==> src/rtl/stage_mem.sv <==
// stage_mem: memory-access stage of the 5-stage core.
// Issues load/store requests on the data bus and supports wait states.
// Load data is lane-aligned and extended here. The stage owns the MEM/WB
// register that feeds write-back. Upstream is stalled while an access is
// outstanding.
module stage_mem #(
    parameter int DATA_WIDTH     = 32,
    parameter int ADDR_WIDTH     = 32,
    parameter int REG_ADDR_WIDTH = 5
) (
    input  logic                      i_clock,
    input  logic                      i_reset,
    input  logic                      i_isValid,
    input  logic [DATA_WIDTH-1:0]     i_result,
    input  logic [DATA_WIDTH-1:0]     i_memWrData,
    input  logic                      i_memRead,
    input  logic                      i_memWrite,
    input  logic [1:0]                i_memSize,
    input  logic                      i_memUnsigned,
    input  logic [REG_ADDR_WIDTH-1:0] i_regWrAddr,
    input  logic                      i_regWrEnable,
    output logic [ADDR_WIDTH-1:0]     o_memAddr,
    output logic [DATA_WIDTH-1:0]     o_memWrData,
    output logic [3:0]                o_memByteEnable,
    output logic                      o_memRd,
    output logic                      o_memWr,
    input  logic [DATA_WIDTH-1:0]     i_memRdData,
    input  logic                      i_memReady,
    output logic                      o_stall,
    output logic                      o_hazard,
    output logic                      o_misaligned,
    output logic                      o_isValid,
    output logic [DATA_WIDTH-1:0]     o_regWrData,
    output logic [REG_ADDR_WIDTH-1:0] o_regWrAddr,
    output logic                      o_regWrEnable
);

    typedef enum logic [0:0] {
        IDLE = 1'b0,
        WAIT = 1'b1
    } state_t;

    state_t state_r;
    state_t nextState_s;

    logic                  aligned_s;
    logic                  isMemOp_s;
    logic                  access_s;
    logic                  misalign_s;
    logic                  stall_s;
    logic [DATA_WIDTH-1:0] loadData_s;

    // Half accesses need an even address, words a 4-byte-aligned one;
    // the reserved size code behaves like a word.
    function automatic logic isAligned(input logic [1:0] off, input logic [1:0] size);
        logic ok;
        case (size)
            2'b00:   ok = 1'b1;
            2'b01:   ok = ~off[0];
            default: ok = (off == 2'b00);
        endcase
        return ok;
    endfunction

    // Select the addressed lane of the read word and extend it to 32 bits.
    function automatic logic [31:0] loadAlign(input logic [31:0] raw, input logic [1:0] off,
                                              input logic [1:0] size, input logic uns);
        logic [31:0] sh;
        logic [31:0] res;
        sh = raw >> {off, 3'b000};
        case (size)
            2'b00:   res = uns ? {24'h000000, sh[7:0]} : {{24{sh[7]}}, sh[7:0]};
            2'b01:   res = uns ? {16'h0000, sh[15:0]}  : {{16{sh[15]}}, sh[15:0]};
            default: res = raw;
        endcase
        return res;
    endfunction

    // Replicate store data so every candidate lane carries the value.
    function automatic logic [31:0] storeLanes(input logic [31:0] data, input logic [1:0] size);
        logic [31:0] res;
        case (size)
            2'b00:   res = {4{data[7:0]}};
            2'b01:   res = {2{data[15:0]}};
            default: res = data;
        endcase
        return res;
    endfunction

    // Byte-lane enables for the addressed bytes.
    function automatic logic [3:0] byteEnable(input logic [1:0] off, input logic [1:0] size);
        logic [3:0] be;
        case (size)
            2'b00:   be = 4'b0001 << off;
            2'b01:   be = off[1] ? 4'b1100 : 4'b0011;
            default: be = 4'b1111;
        endcase
        return be;
    endfunction

    // Access qualification, bus request and stall; reset silences the bus.
    always_comb begin
        aligned_s       = isAligned(i_result[1:0], i_memSize);
        isMemOp_s       = i_isValid & (i_memRead | i_memWrite);
        access_s        = isMemOp_s & aligned_s;
        misalign_s      = isMemOp_s & ~aligned_s;
        stall_s         = i_reset & access_s & ~i_memReady;
        loadData_s      = loadAlign(i_memRdData, i_result[1:0], i_memSize, i_memUnsigned);
        o_memAddr       = {i_result[ADDR_WIDTH-1:2], 2'b00};
        o_memWrData     = storeLanes(i_memWrData, i_memSize);
        o_memRd         = i_reset & access_s & i_memRead;
        o_memWr         = i_reset & access_s & i_memWrite;
        o_stall         = stall_s;
        o_hazard        = i_reset & i_isValid & i_memRead & i_regWrEnable
                          & (i_regWrAddr != {REG_ADDR_WIDTH{1'b0}})
                          & ((state_r == WAIT) | ~i_memReady);
        if (access_s) begin
            o_memByteEnable = byteEnable(i_result[1:0], i_memSize);
        end else begin
            o_memByteEnable = 4'b0000;
        end
    end

    // Next state: wait in WAIT until the bus reports ready.
    always_comb begin
        nextState_s = state_r;
        case (state_r)
            IDLE: begin
                if (access_s && !i_memReady) begin
                    nextState_s = WAIT;
                end else begin
                    nextState_s = IDLE;
                end
            end
            WAIT: begin
                if (i_memReady || !access_s) begin
                    nextState_s = IDLE;
                end else begin
                    nextState_s = WAIT;
                end
            end
            default: nextState_s = IDLE;
        endcase
    end

    // FSM state register.
    always_ff @(posedge i_clock or negedge i_reset) begin
        if (!i_reset) begin
            state_r <= IDLE;
        end else begin
            state_r <= nextState_s;
        end
    end

    // MEM/WB register: bubble while stalled or idle, else capture the result.
    always_ff @(posedge i_clock or negedge i_reset) begin
        if (!i_reset) begin
            o_isValid     <= 1'b0;
            o_misaligned  <= 1'b0;
            o_regWrEnable <= 1'b0;
            o_regWrAddr   <= {REG_ADDR_WIDTH{1'b0}};
            o_regWrData   <= {DATA_WIDTH{1'b0}};
        end else if (stall_s || !i_isValid) begin
            o_isValid     <= 1'b0;
            o_misaligned  <= 1'b0;
            o_regWrEnable <= 1'b0;
        end else begin
            o_isValid     <= 1'b1;
            o_misaligned  <= misalign_s;
            // Stores and faulting accesses never write a GPR.
            o_regWrEnable <= i_regWrEnable & ~misalign_s & ~i_memWrite;
            o_regWrAddr   <= i_regWrAddr;
            if (access_s && i_memRead) begin
                o_regWrData <= loadData_s;
            end else begin
                o_regWrData <= i_result;
            end
        end
    end

endmodule

==> config.mk <==
export PLATFORM = sky130hd
export DESIGN_NAME = stage_mem
export DESIGN_NICKNAME = d
export VERILOG_FILES = /design/src/rtl/stage_mem.sv
export SDC_FILE = /design/constraint.sdc
export NUM_CORES = 1
export LEC_CHECK = 0
export ABC_AREA = 1
export CORE_MARGIN = 2
export CORE_UTILIZATION = 38
export DETAILED_ROUTE_END_ITERATION = 8
export GPL_TIMING_DRIVEN = 1
export PLACE_DENSITY_LB_ADDON = 0.2
export SKIP_LAST_GASP = 1
export SYNTH_ARGS = -nofsm -noshare
export SYNTH_HDL_FRONTEND = slang
export SYNTH_SLANG_ARGS = --single-unit
==> constraint.sdc <==
create_clock -name i_clock -period 1.43 [get_ports i_clock]
set_input_delay 0.2145 -clock i_clock [delete_from_list [all_inputs] [get_ports i_clock]]
set_output_delay 0.2145 -clock i_clock [all_outputs]
set_load 0.02 [all_outputs]
==> flow_metrics.tcl, run 1 <==
set metrics [dict create \
    period_share 0.997 \
    synthCells 619 \
    routed_wl_um 14200 \
    final_area_mm2 0.00632 \
    overflow 0 \
    diodes 0 \
    power_density_mw_per_mm2 713 \
    grt_max_degree 33 \
    grt.total_usage 0.268 \
    cp_max_fo 1 \
    area_growth_pct 74.4 \
    grt_antenna_before_repair 0 \
    period_needed_ns 1.43 \
    fp.dieH_um 102 \
    gp_congestion 0.931 \
    remaining_drc_errors 0 \
    start_util 0.393 \
    ir_drop_mv 0.468 \
    drtAntennaViolNets 0 \
    die_w_um 102 \
    hold_path_class "in2async" \
    reg2reg_setup_slack_ns 0.75 \
    critPathLaunchType "flip-flop" \
    synth-seq-cells 41 \
    clock-sinks 41 \
    dpl.hpwl_um 10700 \
    clock_latency_ns 0.30 \
    critical-path-slowest-cell "dfrtp_1" \
    rsz0062_at_grt "true" \
    status "finished, final reports clean" \
    io_pins 223 \
    vias_per_cell 4.74 \
    worstPathArrival_ns 1.21 \
    post_dp_cell_area_mm2 0.00608 \
    syn_area_per_cell_um2 5.86 \
    crit_path_end_kind "output pin" \
    h-tree-depth 2 \
    cts_made_buffers 5 \
    setup_viol 0 \
    clk_pin_slew_ns 0.09 \
    critical_path_class "reg2out" \
    power.total_w 0.00451 \
    worstPathRequired_ns 1.22 \
    die_area_mm2 0.0103 \
    grt_pass1_vias 4585 \
    grt_first_pass_wirelength_um 22200 \
    cap_violations 0 \
    critPathBufInv 1 \
    setup_tns_ns 0 \
    portBuffers 220 \
    ys_seq_area_frac 0.283 \
    critPathTopFamily "flip-flops" \
    slew_viol_final 0 \
    rows 35 \
    post_drt_wl_per_cell_um 14.3 \
    fin_nets 973 \
    fillers 847 \
    netlist_area_mm2 0.00363 \
    drt_iter0_markers 224 \
    crit_path_max_incr_delay_ns 0.35 \
    whs_ns 0.0383 \
    root_buffer "clkbuf_8" \
    drt_pass1_iterations 4 \
    drive_above_1_share 0.204 \
    clockBufferDepth 2 \
    synth.distinct_cells 26 \
    core_mm2 0.00924 \
    ys_warn_count 0 \
    path_cells "o21ai_1 -> nor4_1 -> buf_2" \
    p_leak_nw 3.47 \
    fmax_ghz 0.702 \
    dr_total_vias 4698 \
    cts_tree "built" \
    final_hold_viol_count 0 \
    finClkSkew_ns 0 \
]
worst reg2reg max path, cell delays in order (launching register included):
cell,delay (ns)
dfrtp_1,0.39
nand2_1,0.08
o21ai_0,0.10
where the power goes:
| group | internal (W) | switching (W) |
|---|---|---|
| logic | 0.000890 | 0.00108 |
| clock network | 0.000704 | 0.000471 |
| registers | 0.00129 | 0.0000724 |
final cells by class:
class | count | area, um2 | share of cell area
tap | 129 | 161 | 0.0255
timing repair inverter | 2 | 15.0 | 0.00237
clock buffer | 5 | 68.8 | 0.0109
timing repair buffer | 304 | 2740 | 0.433
sequential | 41 | 1030 | 0.162
inverter | 58 | 236 | 0.0374
clock inverter | 3 | 68.8 | 0.0109
multi-input combinational | 450 | 2010 | 0.317
logic make-up after synthesis:
kind of cell,after synthesis,synth area share
simple gates,421,0.472
buf+inv,129,0.198
flops,41,0.283
compound gates,27,0.0459
other cells,1,0.00103
flip-flops by register name (all words and copies together) (netlist names):
signal	cells
o_misaligned	1
o_regWrEnable	1
o_regWrData	32
o_regWrAddr	5
o_isValid	1
state_r	1
layout by cell type, fill, tap and decap left out, drive strengths merged:
master	instances
a21oi	7
buf	109
bufinv	2
clkbuf	14
clkdlybuf4s15	1
clkdlybuf4s50	95
clkinvlp	5
conb	2
dfrtp	41
dlygate4sd2	90
inv	56
nand2	256
nand3	67
nand4	1
nor2	89
nor3	2
nor4	1
o211ai	8
o21ai	12
or2	5
synthesized netlist by cell type:
library cell	n	share of area
clkbuf_1	4	0.0041
nand3_2	1	0.0028
o21ai_1	2	0.0028
nor3_1	2	0.0028
inv_1	55	0.057
a21oi_4	1	0.0045
o211ai_1	8	0.017
inv_2	2	0.0021
nor4_1	1	0.0017
dfrtp_1	41	0.28
inv_6	1	0.0024
nor2_2	1	0.0017
nand4_2	1	0.0034
nand2_1	252	0.26
buf_6	5	0.016
nand3_1	66	0.091
nand2_2	3	0.0052
buf_4	46	0.095
nand2_4	1	0.0031
conb_1	1	0.0010
or2_2	5	0.0086
buf_2	15	0.021
nor2_1	88	0.091
o21ai_0	10	0.014
buf_1	1	0.0010
a21oi_1	6	0.0083
repair_timing:
action                                 in CTS  in global routing
setup endpoints to repair                 149                 56
pin swaps                                   7                  7
hold buffers                                0                  0
endpoints found under the hold margin       0                  0
gates resized for setup                   248                 41
buffers inserted                           10                  1
cloned                                      3                  3
worst paths after layout:
path | endpoint | from | depth (start not counted)
worst max-delay path | o_hazard | state_r$_DFF_PN0_ | 3
max in group asynchronous | o_regWrData[29]$_DFFE_PN0N_ | i_reset | 3
worst min-delay path | state_r$_DFF_PN0_ | i_reset | 3
worst max register to register | o_regWrAddr[4]$_DFFE_PN0N_ | o_regWrAddr[4]$_DFFE_PN0N_ | 2
worst min register to register | o_regWrData[14]$_DFFE_PN0N_ | o_regWrData[14]$_DFFE_PN0N_ | 2
min in group i_clock | o_regWrAddr[0]$_DFFE_PN0N_ | i_regWrAddr[0] | 3
per-stage QoR:
| step | instances | setup slack, ns | util |
|---|---|---|---|
| 6_report | 992 | 0.00466 | 0.684 |
| 3_5_place_dp | 969 | -0.820 | 0.658 |
| 5_1_grt | 992 | -0.0548 | 0.684 |
| 4_1_cts | 989 | -0.0503 | 0.671 |
| 3_3_place_gp | 969 | -0.737 | 0.658 |
| 2_1_floorplan | 620 | -0.0135 | - |
layer usage:
| layer | GRT usage | routed length (um) | vias up |
|---|---|---|---|
| met1 | 0.339 | 5860 | 2125 |
| met2 | 0.469 | 6930 | 214 |
| met5 | 0 | 0 | - |
| met3 | 0.0587 | 1170 | 22 |
| li1 | - | - | 2337 |
| met4 | 0.0561 | 265 | 0 |
Power figures use the tool's default switching activity.
==> run 2: changes to the inputs <==
Settings changed: HOLD_SLACK_MARGIN set to 0.12, SKIP_CTS_REPAIR_TIMING set to 1.
==> flow_metrics.tcl, run 2 (synthesis results as in run 1) <==
set metrics [dict create \
    largest-register "o_regWrData" \
    grt.total_usage 0.255 \
    grt_antenna_before_repair 0 \
    reg2reg_from "o_regWrData[10]$_DFFE_PN0N_" \
    vias_per_cell 4.72 \
    die_w_um 102 \
    dr_total_vias 4649 \
    pwr-share-comb 0.445 \
    rows 35 \
    ir_drop_mv 0.469 \
    clockBufferDepth 2 \
    fmax_ghz 0.675 \
    p_switching_w 0.00162 \
    h-tree-depth 2 \
    start_util 0.393 \
    remaining_drc_errors 0 \
    rsz0062_at_grt "true" \
    finClkSkew_ns 0 \
    fin_cells 984 \
    gp_congestion 0.931 \
    pwr-share-clk 0.257 \
    dpl.hpwl_um 10700 \
    critical_path_class "in2out" \
    crit_path_end_kind "output pin" \
    grt_max_degree 40 \
    drt_iter0_markers 180 \
    fillers 767 \
    io_pins 223 \
    drive_above_1_share 0.175 \
    die_area_mm2 0.0103 \
    worstPathArrival_ns 1.27 \
    power.total_w 0.00459 \
    drtAntennaViolNets 0 \
    cp_max_fo 2 \
    area_growth_pct 80.4 \
    worstPathRequired_ns 1.22 \
    p_int_w 0.00298 \
    dpl.cell_count 969 \
    period_share 1.04 \
    status "finished, violations left" \
    final_hold_viol_count 0 \
    hold_path_class "in2async" \
    violations "setup timing" \
    clock-sinks 41 \
    grt_pass1_vias 4437 \
    diodes 0 \
    fp.dieH_um 102 \
    setup_viol 1 \
    final_area_mm2 0.00654 \
    p_leak_nw 4.21 \
    clock_latency_ns 0.30 \
    cts_tree "built" \
    period_needed_ns 1.48 \
    final_common_cell "nand2_1" \
    root_buffer "clkbuf_8" \
    reg2reg_setup_slack_ns 0.79 \
    clk_pin_slew_ns 0.09 \
    path_cells "clkdlybuf4s50_1 -> inv_2 -> nand3_2 -> nor3_1 -> nor4_1 -> buf_2" \
    fin_util 0.708 \
    portBuffers 220 \
    fin_nets 965 \
    cap_violations 0 \
    drt_pass1_iterations 4 \
    setup_ws_ns -0.0522 \
    regArea_mm2 0.00103 \
    final_cell_mix "241 x nand2_1, 98 x clkdlybuf4s50_1, 95 x dlymetal6s2s_1" \
    core_mm2 0.00924 \
    worstSetupStartpoint "i_regWrAddr[2]" \
    critPathLaunchType "input port" \
    slew_viol_final 0 \
    reg.largest.list "o_regWrData (32), o_regWrAddr (5)" \
    post_dp_cell_area_mm2 0.00608 \
    overflow 0 \
    post_drt_wl_per_cell_um 14.4 \
    swShare 0.352 \
    cts_made_buffers 5 \
    grt_first_pass_wirelength_um 21000 \
    routed_wl_um 14200 \
    multi_input_area_mm2 0.00197 \
    power_density_mw_per_mm2 702 \
    critical-path-slowest-cell "clkdlybuf4s50_1" \
    setup_tns_ns -0.0522 \
    crit_path_max_incr_delay_ns 0.47 \
    largest_reg_flops 32 \
    pwr-share-seq 0.298 \
]
[run 2: cell type report]
class,count,share of cell area
Timing Repair Buffer,297,0.460
Multi-Input combinational cell,450,0.302
Sequential cell,41,0.157
Inverter,58,0.0352
Tap cell,129,0.0247
Clock buffer,5,0.0105
Clock inverter,3,0.0105
Timing Repair inverter,1,0.00115
[run 2: stage by stage]
stage	hold WS, ns	worst slack [ns]
2_1_floorplan	-0.0811	-0.0135
3_5_place_dp	0.373	-0.820
3_3_place_gp	0.361	-0.737
4_1_cts	0.0436	-0.817
5_1_grt	0.200	-0.112
6_report	0.167	-0.0522
[run 2: power by group through the flow]
stage / clock, W / combinational (W) / sequential [W]
after floorplan: 0 / 0.000809 / 0.00155
after global placement: 0 / 0.00203 / 0.00139
after detailed placement: 0 / 0.00206 / 0.00139
after CTS: 0.00119 / 0.00207 / 0.00137
after global routing: 0.00124 / 0.00221 / 0.00138
final: 0.00118 / 0.00205 / 0.00137
[run 2: final timing paths]
check / endpoint / depth (start not counted)
hold reg to reg: o_regWrData[31]$_DFFE_PN0N_ / 2
hold / removal: o_regWrData[7]$_DFFE_PN0N_ / 3
min in group i_clock: state_r$_DFF_PN0_ / 3
setup reg to reg: o_regWrData[10]$_DFFE_PN0N_ / 2
max in group asynchronous: o_regWrData[4]$_DFFE_PN0N_ / 4
setup / recovery: o_hazard / 6
[run 2: worst max-delay path: cells and delay by family]
kind	cells	cell delay [ns]
buffers and inverters	3	0.73
and+or+nand+nor	3	0.32
[run 2: per-layer routing]
| metal | vias up | wire length, um | GRT usage |
|---|---|---|---|
| met5 | - | 0 | 0 |
| met4 | 0 | 231 | 0.0613 |
| met3 | 22 | 1160 | 0.0635 |
| met2 | 204 | 6990 | 0.436 |
| met1 | 2107 | 5820 | 0.321 |
| li1 | 2316 | - | - |
==> run 3: changes to the inputs <==
Settings changed: SLEW_MARGIN set to 0.
==> results of run 3 <==
No change in the layout: final DEF, timing and power equal those of run 2.
